**src/rtl/rns_mod47_pkg.sv**
```systemverilog
`default_nettype none
// ============================================================================
//  Module      : rns_mod47_pkg
//  Description : Shared constants, FSM state type and mod-47 helper for the
//                {47, 2^K} residue-to-binary converter.
//                MOD_A / WA : odd modulus and its residue width
//                K          : exponent of the power-of-two modulus
//                INV        : (2^K)^-1 mod MOD_A, used to recover the upper digit
//  Revision    : 1.0  initial release
// ============================================================================
package rns_mod47_pkg;

    localparam int MOD_A = 47;
    localparam int WA    = 6;
    localparam int K     = 6;
    localparam int INV   = 36;          // 17 * 36 = 612 = 13*47 + 1, and 64 mod 47 = 17
    localparam int DW    = 8;           // 2*46 + 36 = 128 still fits in 8 bits
    localparam int XW    = WA + K;

    typedef enum logic [1:0] {
        IDLE   = 2'd0,
        REDUCE = 2'd1,
        MUL    = 2'd2,
        OUT    = 2'd3
    } state_e;

    // Sum of two values already in [0, MOD_A-1]; one subtract restores range.
    function automatic logic [DW-1:0] mod_add_cs(input logic [DW-1:0] a,
                                                 input logic [DW-1:0] b);
        logic [DW-1:0] s;
        s = a + b;
        if (s >= DW'(MOD_A))
            s = s - DW'(MOD_A);
        return s;
    endfunction

endpackage
`default_nettype wire

```
**src/rtl/rns_mod47_reverse_conv_if.sv**
```systemverilog
`default_nettype none
// ============================================================================
//  Module      : rns_mod47_reverse_conv_if
//  Description : Input and output valid/ready channels of the converter.
//                in_valid/in_ready/in_ra/in_rb   : residue pair in
//                out_valid/out_ready/out_x/out_err : reconstructed value out
//                slave  = converter side, master = producer/consumer side
//  Revision    : 1.0  initial release
// ============================================================================
interface rns_mod47_reverse_conv_if
    import rns_mod47_pkg::*;
    ();

    logic          in_valid;
    logic          in_ready;
    logic [WA-1:0] in_ra;
    logic [K-1:0]  in_rb;
    logic          out_valid;
    logic          out_ready;
    logic [XW-1:0] out_x;
    logic          out_err;

    modport slave (
        input  in_valid, in_ra, in_rb, out_ready,
        output in_ready, out_valid, out_x, out_err
    );

    modport master (
        output in_valid, in_ra, in_rb, out_ready,
        input  in_ready, out_valid, out_x, out_err
    );

endinterface
`default_nettype wire

```
**src/rtl/mod47_dbl_add_step.sv**
```systemverilog
`default_nettype none
// ============================================================================
//  Module      : mod47_dbl_add_step
//  Description : One MSB-first shift-add step of a mod-47 multiply by INV:
//                o_acc = (2*i_acc + i_bit*INV) mod 47.
//                i_acc : running product, in [0, 46]
//                i_bit : current multiplier bit
//                o_acc : updated product, in [0, 46]
//  Revision    : 1.0  initial release
// ============================================================================
module mod47_dbl_add_step
    import rns_mod47_pkg::*;
(
    input  logic [WA-1:0] i_acc,
    input  logic          i_bit,
    output logic [WA-1:0] o_acc
);

    logic [DW-1:0] w_acc_ext;
    logic [DW-1:0] w_dbl;
    logic [DW-1:0] w_add;

    assign w_acc_ext = DW'(i_acc);
    assign w_dbl     = mod_add_cs(w_acc_ext, w_acc_ext);
    assign w_add     = mod_add_cs(w_dbl, DW'(INV));
    assign o_acc     = i_bit ? w_add[WA-1:0] : w_dbl[WA-1:0];

endmodule
`default_nettype wire

```
**src/rtl/rns_mod47_reverse_conv.sv**
```systemverilog
`default_nettype none
// ============================================================================
//  Module      : rns_mod47_reverse_conv
//  Description : Residue-to-binary converter for the {47, 64} pair using
//                mixed-radix CRT: X = rb + 64 * (((ra - rb) * INV) mod 47).
//                The mod-47 product is formed serially, one bit per cycle.
//                clk   : rising-edge clock
//                rst_n : asynchronous active-low reset
//                bus   : input pair channel and result channel (slave side)
//  Revision    : 1.0  initial release
// ============================================================================
module rns_mod47_reverse_conv
    import rns_mod47_pkg::*;
(
    input  logic                        clk,
    input  logic                        rst_n,
    rns_mod47_reverse_conv_if.slave     bus
);

    state_e        r_state;
    logic [WA-1:0] r_ra;
    logic [K-1:0]  r_rb;
    logic [WA-1:0] r_d;
    logic [WA-1:0] r_acc;
    logic [2:0]    r_cnt;
    logic          r_err;
    logic          r_in_ready;
    logic          r_out_valid;
    logic [XW-1:0] r_out_x;
    logic          r_out_err;

    state_e        w_state_nxt;
    logic          w_in_fire;
    logic          w_out_fire;
    logic [K-1:0]  w_rbm;
    logic [WA:0]   w_diff;
    logic [WA-1:0] w_d;
    logic [WA-1:0] w_step_acc;

    assign w_in_fire  = bus.in_valid & r_in_ready;
    assign w_out_fire = r_out_valid & bus.out_ready;

    // rb < 64 < 2*47, so a single subtract gives rb mod 47.
    assign w_rbm  = (r_rb >= K'(MOD_A)) ? r_rb - K'(MOD_A) : r_rb;
    // Extra MSB of the difference acts as the borrow flag.
    assign w_diff = {1'b0, r_ra} - {1'b0, w_rbm};
    assign w_d    = w_diff[WA] ? WA'(w_diff + (WA+1)'(MOD_A)) : w_diff[WA-1:0];

    mod47_dbl_add_step u_step (
        .i_acc (r_acc),
        .i_bit (r_d[r_cnt]),
        .o_acc (w_step_acc)
    );

    always_comb begin
        w_state_nxt = r_state;
        case (r_state)
            IDLE:    if (w_in_fire)      w_state_nxt = REDUCE;
            REDUCE:                      w_state_nxt = MUL;
            MUL:     if (r_cnt == 3'd0)  w_state_nxt = OUT;
            OUT:     if (w_out_fire)     w_state_nxt = IDLE;
            default:                     w_state_nxt = IDLE;
        endcase
    end

    always_ff @(posedge clk or negedge rst_n) begin
        if (!rst_n) begin
            r_state     <= IDLE;
            r_ra        <= '0;
            r_rb        <= '0;
            r_d         <= '0;
            r_acc       <= '0;
            r_cnt       <= '0;
            r_err       <= 1'b0;
            r_in_ready  <= 1'b0;
            r_out_valid <= 1'b0;
            r_out_x     <= '0;
            r_out_err   <= 1'b0;
        end else begin
            r_state     <= w_state_nxt;
            // Handshake flags track the next state so they are true registers.
            r_in_ready  <= (w_state_nxt == IDLE);
            r_out_valid <= (w_state_nxt == OUT);

            case (r_state)
                IDLE: begin
                    if (w_in_fire) begin
                        r_ra <= bus.in_ra;
                        r_rb <= bus.in_rb;
                    end
                end
                REDUCE: begin
                    r_d   <= w_d;
                    r_err <= (r_ra >= WA'(MOD_A));
                    r_acc <= '0;
                    r_cnt <= 3'(WA-1);
                end
                MUL: begin
                    r_acc <= w_step_acc;
                    r_cnt <= r_cnt - 3'd1;
                    if (r_cnt == 3'd0) begin
                        // Final step result is the upper mixed-radix digit k.
                        r_out_x   <= r_err ? '0 : {w_step_acc, r_rb};
                        r_out_err <= r_err;
                    end
                end
                default: ;
            endcase
        end
    end

    assign bus.in_ready  = r_in_ready;
    assign bus.out_valid = r_out_valid;
    assign bus.out_x     = r_out_x;
    assign bus.out_err   = r_out_err;

endmodule
`default_nettype wire

```
**src/flat_wrapper.sv**
```systemverilog
// flat-port wrapper written by rule: the top's interface ports become plain ports
module rns_mod47_reverse_conv_flat import rns_mod47_pkg::*;
  (clk, rst_n, bus_in_valid, bus_in_ra, bus_in_rb, bus_out_ready, bus_in_ready, bus_out_valid, bus_out_x, bus_out_err);
  rns_mod47_reverse_conv_if bus_i ();
  input  logic clk;
  input  logic rst_n;
  input wire logic [$bits(bus_i.in_valid)-1:0] bus_in_valid;
  input wire logic [$bits(bus_i.in_ra)-1:0] bus_in_ra;
  input wire logic [$bits(bus_i.in_rb)-1:0] bus_in_rb;
  input wire logic [$bits(bus_i.out_ready)-1:0] bus_out_ready;
  output wire logic [$bits(bus_i.in_ready)-1:0] bus_in_ready;
  output wire logic [$bits(bus_i.out_valid)-1:0] bus_out_valid;
  output wire logic [$bits(bus_i.out_x)-1:0] bus_out_x;
  output wire logic [$bits(bus_i.out_err)-1:0] bus_out_err;
  assign bus_i.in_valid = bus_in_valid;
  assign bus_i.in_ra = bus_in_ra;
  assign bus_i.in_rb = bus_in_rb;
  assign bus_i.out_ready = bus_out_ready;
  assign bus_in_ready = bus_i.in_ready;
  assign bus_out_valid = bus_i.out_valid;
  assign bus_out_x = bus_i.out_x;
  assign bus_out_err = bus_i.out_err;
  rns_mod47_reverse_conv u_core (.clk(clk), .rst_n(rst_n), .bus(bus_i));
endmodule
```
**config.mk**
```make
export PLATFORM = sky130hd
export DESIGN_NAME = rns_mod47_reverse_conv_flat
export DESIGN_NICKNAME = d
export VERILOG_FILES = /design/src/rtl/rns_mod47_pkg.sv /design/src/rtl/rns_mod47_reverse_conv_if.sv /design/src/rtl/mod47_dbl_add_step.sv /design/src/rtl/rns_mod47_reverse_conv.sv /design/src/flat_wrapper.sv
export SDC_FILE = /design/constraint.sdc
export NUM_CORES = 1
export LEC_CHECK = 0
export BUFFER_PORTS_ARGS = -buffer_cell sky130_fd_sc_hd__buf_4
export CAP_MARGIN = 0
export CORE_MARGIN = 1.5
export CORE_UTILIZATION = 53
export CTS_CLUSTER_DIAMETER = 50
export DETAILED_ROUTE_END_ITERATION = 16
export PLACE_DENSITY = 0.73
export SLEW_MARGIN = 20
export SYNTH_ARGS = -nofsm -noshare
export SYNTH_HDL_FRONTEND = slang
export SYNTH_HIERARCHICAL = 1
export SYNTH_SLANG_ARGS = --single-unit
```
**constraint.sdc**
```tcl
create_clock -name clk -period 2.75 [get_ports clk]
set_input_delay 0.1375 -clock clk [delete_from_list [all_inputs] [get_ports clk]]
set_output_delay 0.1375 -clock clk [all_outputs]
set_load 0.005 [all_outputs]
```
; Yosys cells after proc, flatten, opt, wreduce, memory -nomap -nowiden
; Index checks and enable logic that the tools add are counted.
[totals]
reg_bits = 45
input_bits = 16
output_inout_bits = 15
word_cells = 50
[classes]
add_sub_neg = 8
magnitude_cmp = 5
eq_ne = 4
n_mux = 14
n_bitwise = 2
n_reduce_logical = 6
[ops]
columns = op, count
row1 = $mux W6, 4
row2 = $ge A8 B6 Y1 const B, 2
row3 = $ge A6 B6 Y1 const B, 2
row4 = $mux W12, 1
row5 = $pmux W6 S2, 1
row6 = $sub A6 B6 Y6 const B, 2
row7 = $add A8 B6 Y8 const B, 1
row8 = $mux W8, 1
row9 = $pmux W2 S4, 1
row10 = $sub A8 B6 Y8 const B, 1
row11 = $add A6 B6 Y7, 1
row12 = $sub A6 B6 Y7, 1
row13 = $add A6 B6 Y6 const B, 1
row14 = $eq A2 B2 Y1 const B, 3
row15 = $mux W2, 3
row16 = $pmux W3 S2, 1
row17 = $logic_not A2 Y1, 2
row18 = $lt A3 B4 Y1 const B, 1
row19 = $reduce_and A2 Y1, 2
row20 = $bmux W1 S3, 1
row21 = $logic_not A3 Y1, 1
row22 = $sub A3 B1 Y3 const B, 1
row23 = $and A1 B1 Y1, 2
row24 = $eq A2 B1 Y1 const B, 1
row25 = 2 further kinds, 2

; Longest topological paths before layout
; Gate-level depths: netlist of the first run.
[depth]
word_depth = 8
ltp_mapped = 13
mapped_depth_nobuf = 13

; Modules after synthesis
; The synthesis of the first run kept the hierarchy.
[modules_own_cells]
columns = module, instances, cells_each, area_per_inst_um2
row1 = rns_mod47_reverse_conv, 1, 235, 2377.3
row2 = mod47_dbl_add_step, 1, 59, 430.4

; Worst setup path before layout of the first run
; No wires, ideal clock.
[synth_timing]
path_type = reg2reg
from = reg u_core.r_rb[0]
to = reg u_core.r_d[4]
setup_ps = 126
arrival_time_ps = 2691
t_required_ps = 2624
path_slack_ps = -67
path_stages_with_launch = 13
synth_period_minus_slack_ps = 2817
path_cell_list = dfrtp_1 > ha_1 > and3_1 > nor2_1 > nor2_1 > xor2_1 > ha_1 > inv_1 > fa_1 > xnor2_1 > nand2_1 > o2111a_1 > a221o_1
[synth_via]
elab_chain_len = 5
[synth_rtl]
columns = element, line_no
row1 = from (decl), rns_mod47_reverse_conv.sv:22  ; logic [K-1:0] r_rb;
row2 = from (signal assigned), rns_mod47_reverse_conv.sv:89  ; r_rb <= bus.in_rb;
row3 = $sub A6 B6 Y6 / $ge A6 B6 Y1 (equally long branches), rns_mod47_reverse_conv.sv:44  ; assign w_rbm = (r_rb >= K'(MOD_A)) ? r_rb - K'(MOD_A) : r_rb;
row4 = $mux W6 *, rns_mod47_reverse_conv.sv:44
row5 = $sub A6 B6 Y7 *, rns_mod47_reverse_conv.sv:46  ; assign w_diff = {1'b0, r_ra} - {1'b0, w_rbm};
row6 = $add A6 B6 Y6, rns_mod47_reverse_conv.sv:47  ; assign w_d = w_diff[WA] ? WA'(w_diff + (WA+1)'(MOD_A)) : w_diff[WA-1:0];
row7 = $mux W6 *, rns_mod47_reverse_conv.sv:47
row8 = to (signal assigned), rns_mod47_reverse_conv.sv:93  ; r_d <= w_d;
row9 = to (decl), rns_mod47_reverse_conv.sv:23  ; logic [WA-1:0] r_d;
; Mark *: on every way between the ends. The rest lies on a longest branch, timed or not.
; A chain may end at the register's enable or synchronous reset.

; Worst setup path after layout of the first run
; Same ends and word-level chain as after synthesis.

==> results of run 1 <==
per-stage QoR:
step	TNS, ns	worst slack, ns	util, %
floorplan	0	0.0420	-
global placement	0	0.0475	63.0
detailed placement	-0.285	-0.0956	63.0
CTS	-0.0822	-0.0451	67.2
global route	-1.21	-0.245	70.4
finish	-0.338	-0.0887	70.4
cells by family (layout without fill, tap and decap cells):
family,Yosys count,after routing
xor gates and xnor gates,15,15
buffers and inverters,32,88
DFF,45,45
and+or+nand+nor,93,93
AOI/OAI and AO/OA,65,65
adders and majority gates,20,20
muxes,24,24
final cells by class:
cell class	count	area share (%)
Clock buffer	5	1.91
Clock inverter	3	0.696
Inverter	22	2.30
Multi-Input combinational cell	217	48.7
Sequential cell	45	31.3
Tap cell	70	2.43
Timing Repair Buffer	58	12.6
placed cells by master, fill, tap and decap left out, types with 3 or more instances in the layout:
cell type / n
o22ai_1: 3
o31ai_1: 3
nor2_1: 9
xnor2_1: 8
a21oi_1: 7
buf_4: 55
ha_2: 4
dfrtp_1: 45
nor2_4: 3
nor3_1: 3
nand3_1: 12
nand2_1: 39
inv_1: 19
o21ai_0: 27
mux2_2: 16
clkbuf_8: 5
nand3b_1: 3
o21a_1: 3
ha_1: 13
inv_2: 3
xnor2_2: 3
layer usage:
layer | part of all wire, % | GRT usage, % | wire, µm | up-vias
li1 | - | - | - | 1138
met1 | 45 | 29.1 | 2750 | 1101
met2 | 51 | 37.5 | 3160 | 36
met3 | 2.7 | 4.23 | 165 | 6
met4 | 1.1 | 6.75 | 67 | 0
met5 | 0 | 0 | 0 | -
what timing repair did:
action | in CTS | in global routing
resized for setup | 19 | 22
hold buffers | 1 | 0
endpoints found under the setup margin | 5 | 7
pin swaps | 9 | 20
hold endpoints to repair | 45 | 0
buffers inserted | 5 | 5
sequential cells by signal, indices dropped and copies added (netlist names):
| name | flops |
|---|---|
| u_core/r_d | 6 |
| u_core/r_rb | 6 |
| u_core/r_acc | 6 |
| u_core/r_err | 1 |
| u_core/bus.out_x | 12 |
| u_core/r_state | 2 |
| u_core/r_ra | 6 |
| u_core/bus.out_err | 1 |
| u_core/bus.in_ready | 1 |
| u_core/r_cnt | 3 |
| u_core/bus.out_valid | 1 |
critical path, cell delays in order (launching register included):
cell and delay, ns:
dfrtp_1 0.37, ha_2 0.20, and3_4 0.21, nor2_4 0.05, nor2_4 0.12, buf_6 0.13
buf_12 0.09, mux2i_4 0.23, fa_2 0.49, inv_2 0.11, ha_4 0.15, nand2_2 0.05
o2111a_1 0.24, a221o_1 0.27
how the worst max path moves through the flow:
stage / start / endpoint / slack (ns) / depth (start not counted)
floorplan: u_core/r_rb[0]$_DFFE_PN0P_ / u_core/r_d[1]$_DFFE_PN0N_ / 0.04 / 13
global placement: u_core/r_rb[0]$_DFFE_PN0P_ / u_core/r_d[2]$_DFFE_PN0N_ / 0.05 / 13
detailed placement: u_core/r_rb[0]$_DFFE_PN0P_ / u_core/r_d[5]$_DFFE_PN0N_ / -0.1 / 13
CTS: u_core/r_rb[1]$_DFFE_PN0P_ / u_core/r_d[2]$_DFFE_PN0N_ / -0.05 / 13
global route: u_core/r_rb[0]$_DFFE_PN0P_ / u_core/r_d[4]$_DFFE_PN0N_ / -0.24 / 13
finish: u_core/r_rb[0]$_DFFE_PN0P_ / u_core/r_d[4]$_DFFE_PN0N_ / -0.09 / 13
==> results.sh, run 1 <==
export IMPL_outcome="finished with violations"
export IMPL_violations="negative setup slack"
export IMPL_rows=26
export IMPL_multi_input_area_mm2=0.00175
export IMPL_rrSetupSlack_ns=-0.09
export IMPL_synthTopCellsByCount="dfrtp_1 (45), nand2_1 (41), o21ai_0 (28)"
export IMPL_grt_total_usage_pct=22.3
export IMPL_endpoint_kind="flop"
export IMPL_syn2layout_area_growth_pct=28.1
export IMPL_grt_overflow_total=0
export IMPL_synth_main_ff_cell="dfrtp_1"
export IMPL_start_util_pct=55.0
export IMPL_syn_nets=330
export IMPL_final_cell_area_mm2=0.00360
export IMPL_syn_instance_count=294
export IMPL_design_core_area_mm2=0.00511
export IMPL_numCtsBuffers=5
export IMPL_synth_top_area_share_pct=40.1
export IMPL_maxCapViolations=0
export IMPL_clk_pin_slew_ns=0.09
export IMPL_synth_seq_cells=45
export IMPL_synth_fa_ha_area_share_pct=9.18
export IMPL_yosys_area_top_type="dfrtp_1"
export IMPL_synth_mux_area_share_pct=9.94
export IMPL_post_route_period_util_pct=103
export IMPL_synth_top_family_by_area="simple AND/OR/NAND/NOR gates"
export IMPL_vias=2281
export IMPL_postRouteAntennaNets=0
export IMPL_wl_um=6150
export IMPL_whs_endpoint="u_core/r_rb[2]$_DFFE_PN0P_"
export IMPL_worstPathMaxFanout=3
export IMPL_ys_warn_count=6
export IMPL_max_slew_worst_pin_slew_ns=0.654
export IMPL_regArea_mm2=0.00113
export IMPL_setup_violations=5
export IMPL_ys_seq_area_share_pct=40.1
export IMPL_grt_max_degree=46
export IMPL_reg2reg_to="u_core/r_d[4]$_DFFE_PN0N_"
export IMPL_hp_start="bus_in_rb[2]"
export IMPL_gp_congestion=0.882
export IMPL_port_buffers=30
export IMPL_avgSynthCellArea_um2=9.55
export IMPL_cp_start_kind="flop"
export IMPL_holdWs_ns=0.0726
export IMPL_drive_gt1_share_pct=35.7
export IMPL_synth_edf_count=0
export IMPL_synth_xor_area_share_pct=4.95
export IMPL_nNetsFinal=385
export IMPL_arrival_ns=3.01
export IMPL_grt_pass1_wl_um=9690
export IMPL_ios=31
export IMPL_worstSetupPathType="flop to flop"
export IMPL_critPathRequiredTime_ns=2.92
export IMPL_h_tree_depth=2
export IMPL_post_synth_top_count_cell="dfrtp_1"
export IMPL_clock_sinks=45
export IMPL_holdCritPathClass="input port to flop"
export IMPL_slew_viol_final=0
export IMPL_yosys_area_share_simple_pct=16.1
export IMPL_clkLatencyLatePin_ns=0.29
export IMPL_die_area_mm2=0.00574
export IMPL_die_w_um=75.8
export IMPL_synthArstFlopShare_pct=100
export IMPL_vias_per_cell=5.43
export IMPL_slew_headroom_pct=56.3
export IMPL_nFillCells=376
export IMPL_dpl_hpwl_um=4140
export IMPL_setup_slack_ns=-0.0887
export IMPL_n_antenna_cell=0
export IMPL_synth_compound_area_share_pct=15.2
export IMPL_fmax_ghz=0.352
export IMPL_final_cell_count_no_fill=420
export IMPL_drc=0
export IMPL_finalHoldViolCount=0
export IMPL_synth_cell_types=53
export IMPL_place_inst=401
export IMPL_antenna_found_initial=0
export IMPL_r2r_start="u_core/r_rb[0]$_DFFE_PN0P_"
export IMPL_clk_path_buf_depth=2
export IMPL_cts_tree="built"
export IMPL_avgRoutedWirePerCell_um=14.6
export IMPL_die_h_um=75.8
export IMPL_grt_pass1_vias=2126
export IMPL_first_pass_iters=5
export IMPL_drtIter0Drc=145
export IMPL_cts_root_buf="clkbuf_8"
export IMPL_fin_crit_ns=2.84
export IMPL_mappedNetlistArea_mm2=0.00281
export IMPL_place_area_mm2=0.00322
export IMPL_synth_area_leaders="dfrtp_1 (40%), ha_1 (8.5%), mux2_2 (6.8%)"
export IMPL_reg2reg_depth=13
export IMPL_rsz0062_at_grt="true"
export IMPL_clock_skew_ns=0.00940
export IMPL_hold_depth=2
Power of run 1 is not shown: default switching activity piles up to over one toggle a cycle in this logic, so the estimate is an artifact.
==> inputs of run 2 (changes only) <==
- RECOVER_POWER: not set -> 100
- clock period: 2.75 -> 2.59 ns (I/O delays scaled with it)
==> run 2 against run 1 <==
  * The flow still finishes with violations (negative setup slack)
  * Flip-flop and latch count unchanged
  * Final area fell by 0.97%
  * Sequential share of layout area rose by 0.31 points
  * Clock skew grew 0.0025 ns
  * Worst setup slack worse by 0.13 ns
  * Register-to-register slack got worse by 0.13 ns
  * Worst hold slack lost 0.023 ns
  * First-iteration DRC count is 35% lower
  * Die area is the same
  * Wire length decreased by 0.73%
  * Largest cell class unchanged
==> results.sh, run 2 (synthesis gave the netlist of run 1 again) <==
export IMPL_outcome="finished with violations"
export IMPL_violations="negative setup slack"
export IMPL_antenna_found_initial=0
export IMPL_grt_max_degree=46
export IMPL_max_slew_worst_pin_slew_ns=1.10
export IMPL_worstSetupPathType="flop to flop"
export IMPL_whs_endpoint="u_core/r_rb[2]$_DFFE_PN0P_"
export IMPL_gp_congestion=0.900
export IMPL_vias_per_cell=5.38
export IMPL_fin_crit_ns=2.80
export IMPL_first_pass_iters=4
export IMPL_postRouteAntennaNets=0
export IMPL_place_area_mm2=0.00329
export IMPL_die_area_mm2=0.00574
export IMPL_critPathRequiredTime_ns=2.78
export IMPL_rsz0062_at_grt="true"
export IMPL_n_antenna_cell=0
export IMPL_rrSetupSlack_ns=-0.21
export IMPL_drc=0
export IMPL_drtIter0Drc=94
export IMPL_post_route_period_util_pct=108
export IMPL_clock_sinks=45
export IMPL_port_buffers=30
export IMPL_regArea_mm2=0.00113
export IMPL_reg2reg_to="u_core/r_d[2]$_DFFE_PN0N_"
export IMPL_hp_start="bus_in_rb[2]"
export IMPL_grt_total_usage_pct=22.4
export IMPL_avgRoutedWirePerCell_um=14.4
export IMPL_fmax_ghz=0.357
export IMPL_clk_pin_slew_ns=0.10
export IMPL_arrival_ns=2.99
export IMPL_die_w_um=75.8
export IMPL_vias=2280
export IMPL_syn2layout_area_growth_pct=26.9
export IMPL_clk_path_buf_depth=2
export IMPL_endpoint_kind="flop"
export IMPL_wl_um=6100
export IMPL_h_tree_depth=2
export IMPL_nNetsFinal=389
export IMPL_ios=31
export IMPL_clock_skew_ns=0.0119
export IMPL_grt_overflow_total=0
export IMPL_die_h_um=75.8
export IMPL_drive_gt1_share_pct=34.7
export IMPL_multi_input_area_mm2=0.00171
export IMPL_cts_tree="built"
export IMPL_slew_headroom_pct=26.5
export IMPL_rows=26
export IMPL_nFillCells=412
export IMPL_final_cell_area_mm2=0.00356
export IMPL_numCtsBuffers=5
export IMPL_start_util_pct=55.0
export IMPL_cts_root_buf="clkbuf_8"
export IMPL_reg2reg_depth=13
export IMPL_grt_pass1_wl_um=9580
export IMPL_clkLatencyLatePin_ns=0.31
export IMPL_largest_reg_flops=12
export IMPL_slew_viol_final=0
export IMPL_design_core_area_mm2=0.00511
export IMPL_final_cell_mix="dfrtp_1 (45), buf_4 (44), nand2_1 (38)"
export IMPL_holdCritPathClass="input port to flop"
export IMPL_hold_depth=2
export IMPL_worstPathMaxFanout=4
export IMPL_setup_violations=6
export IMPL_r2r_start="u_core/r_rb[1]$_DFFE_PN0P_"
export IMPL_grt_pass1_vias=2106
export IMPL_mostFrequentLayoutCell="dfrtp_1"
export IMPL_finalHoldViolCount=0
export IMPL_maxCapViolations=0
export IMPL_dpl_hpwl_um=4330
export IMPL_setup_slack_ns=-0.215
export IMPL_cp_start_kind="flop"
export IMPL_place_ws_ns=-0.202
## run 2: final cells by class
| cell class | count | share of cell area, % |
|---|---|---|
| multi-input cells | 217 | 48.1 |
| flip-flops and latches | 45 | 31.6 |
| repair buffers | 62 | 12.9 |
| well taps | 70 | 2.46 |
| inverters | 22 | 2.32 |
| clock buffers | 5 | 1.93 |
| clock inverters | 3 | 0.702 |
## run 2: what timing repair did
action,4_1_cts,5_1_grt
pin swaps,11,15
hold endpoints to repair,45,0
endpoints found under the setup margin,7,14
hold buffers,1,0
buffers inserted,1,3
resized for setup,27,12
## run 2: per-stage QoR
step                hold WS (ns)  setup TNS [ns]  cells  utilization (%)
finish                    0.0497          -0.716    424             69.7
detailed placement         0.167          -0.980    411             64.4
global placement           0.162          -0.331    411             64.4
floorplan                 -0.166          -0.250    294                -
global route              0.0361           -2.20    424             69.7
CTS                       0.0443          -0.985    421             68.8
## run 2: how the worst max path moves through the flow
stage	depth (start not counted)	slack (ns)	start	endpoint
finish	13	-0.21	u_core/r_rb[1]$_DFFE_PN0P_	u_core/r_d[2]$_DFFE_PN0N_
global route	13	-0.32	u_core/r_rb[0]$_DFFE_PN0P_	u_core/r_d[2]$_DFFE_PN0N_
detailed placement	13	-0.20	u_core/r_rb[0]$_DFFE_PN0P_	u_core/r_d[2]$_DFFE_PN0N_
floorplan	13	-0.09	u_core/r_rb[0]$_DFFE_PN0P_	u_core/r_d[1]$_DFFE_PN0N_
CTS	13	-0.24	u_core/r_rb[1]$_DFFE_PN0P_	u_core/r_d[5]$_DFFE_PN0N_
global placement	12	-0.09	u_core/r_rb[0]$_DFFE_PN0P_	u_core/r_d[4]$_DFFE_PN0N_
## run 2: critical path: stages (launching register included)
cell and delay [ns]:
dfrtp_1 0.36, ha_2 0.18, and3_4 0.20, nor2_4 0.04
nor2_4 0.13, xor2_1 0.19, ha_2 0.22, inv_2 0.05
fa_2 0.56, inv_2 0.06, ha_4 0.16, nor3b_4 0.14
xnor2_1 0.13, mux2_4 0.26
## run 2: routing by layer
metal / vias up / global-route usage [%] / wire length, µm
met5: - / 0 / 0
met4: 0 / 8.53 / 152
met3: 13 / 4.10 / 117
met2: 29 / 38.9 / 3080
met1: 1089 / 27.5 / 2760
li1: 1149 / - / -
Power of run 2 is left out for the same reason.
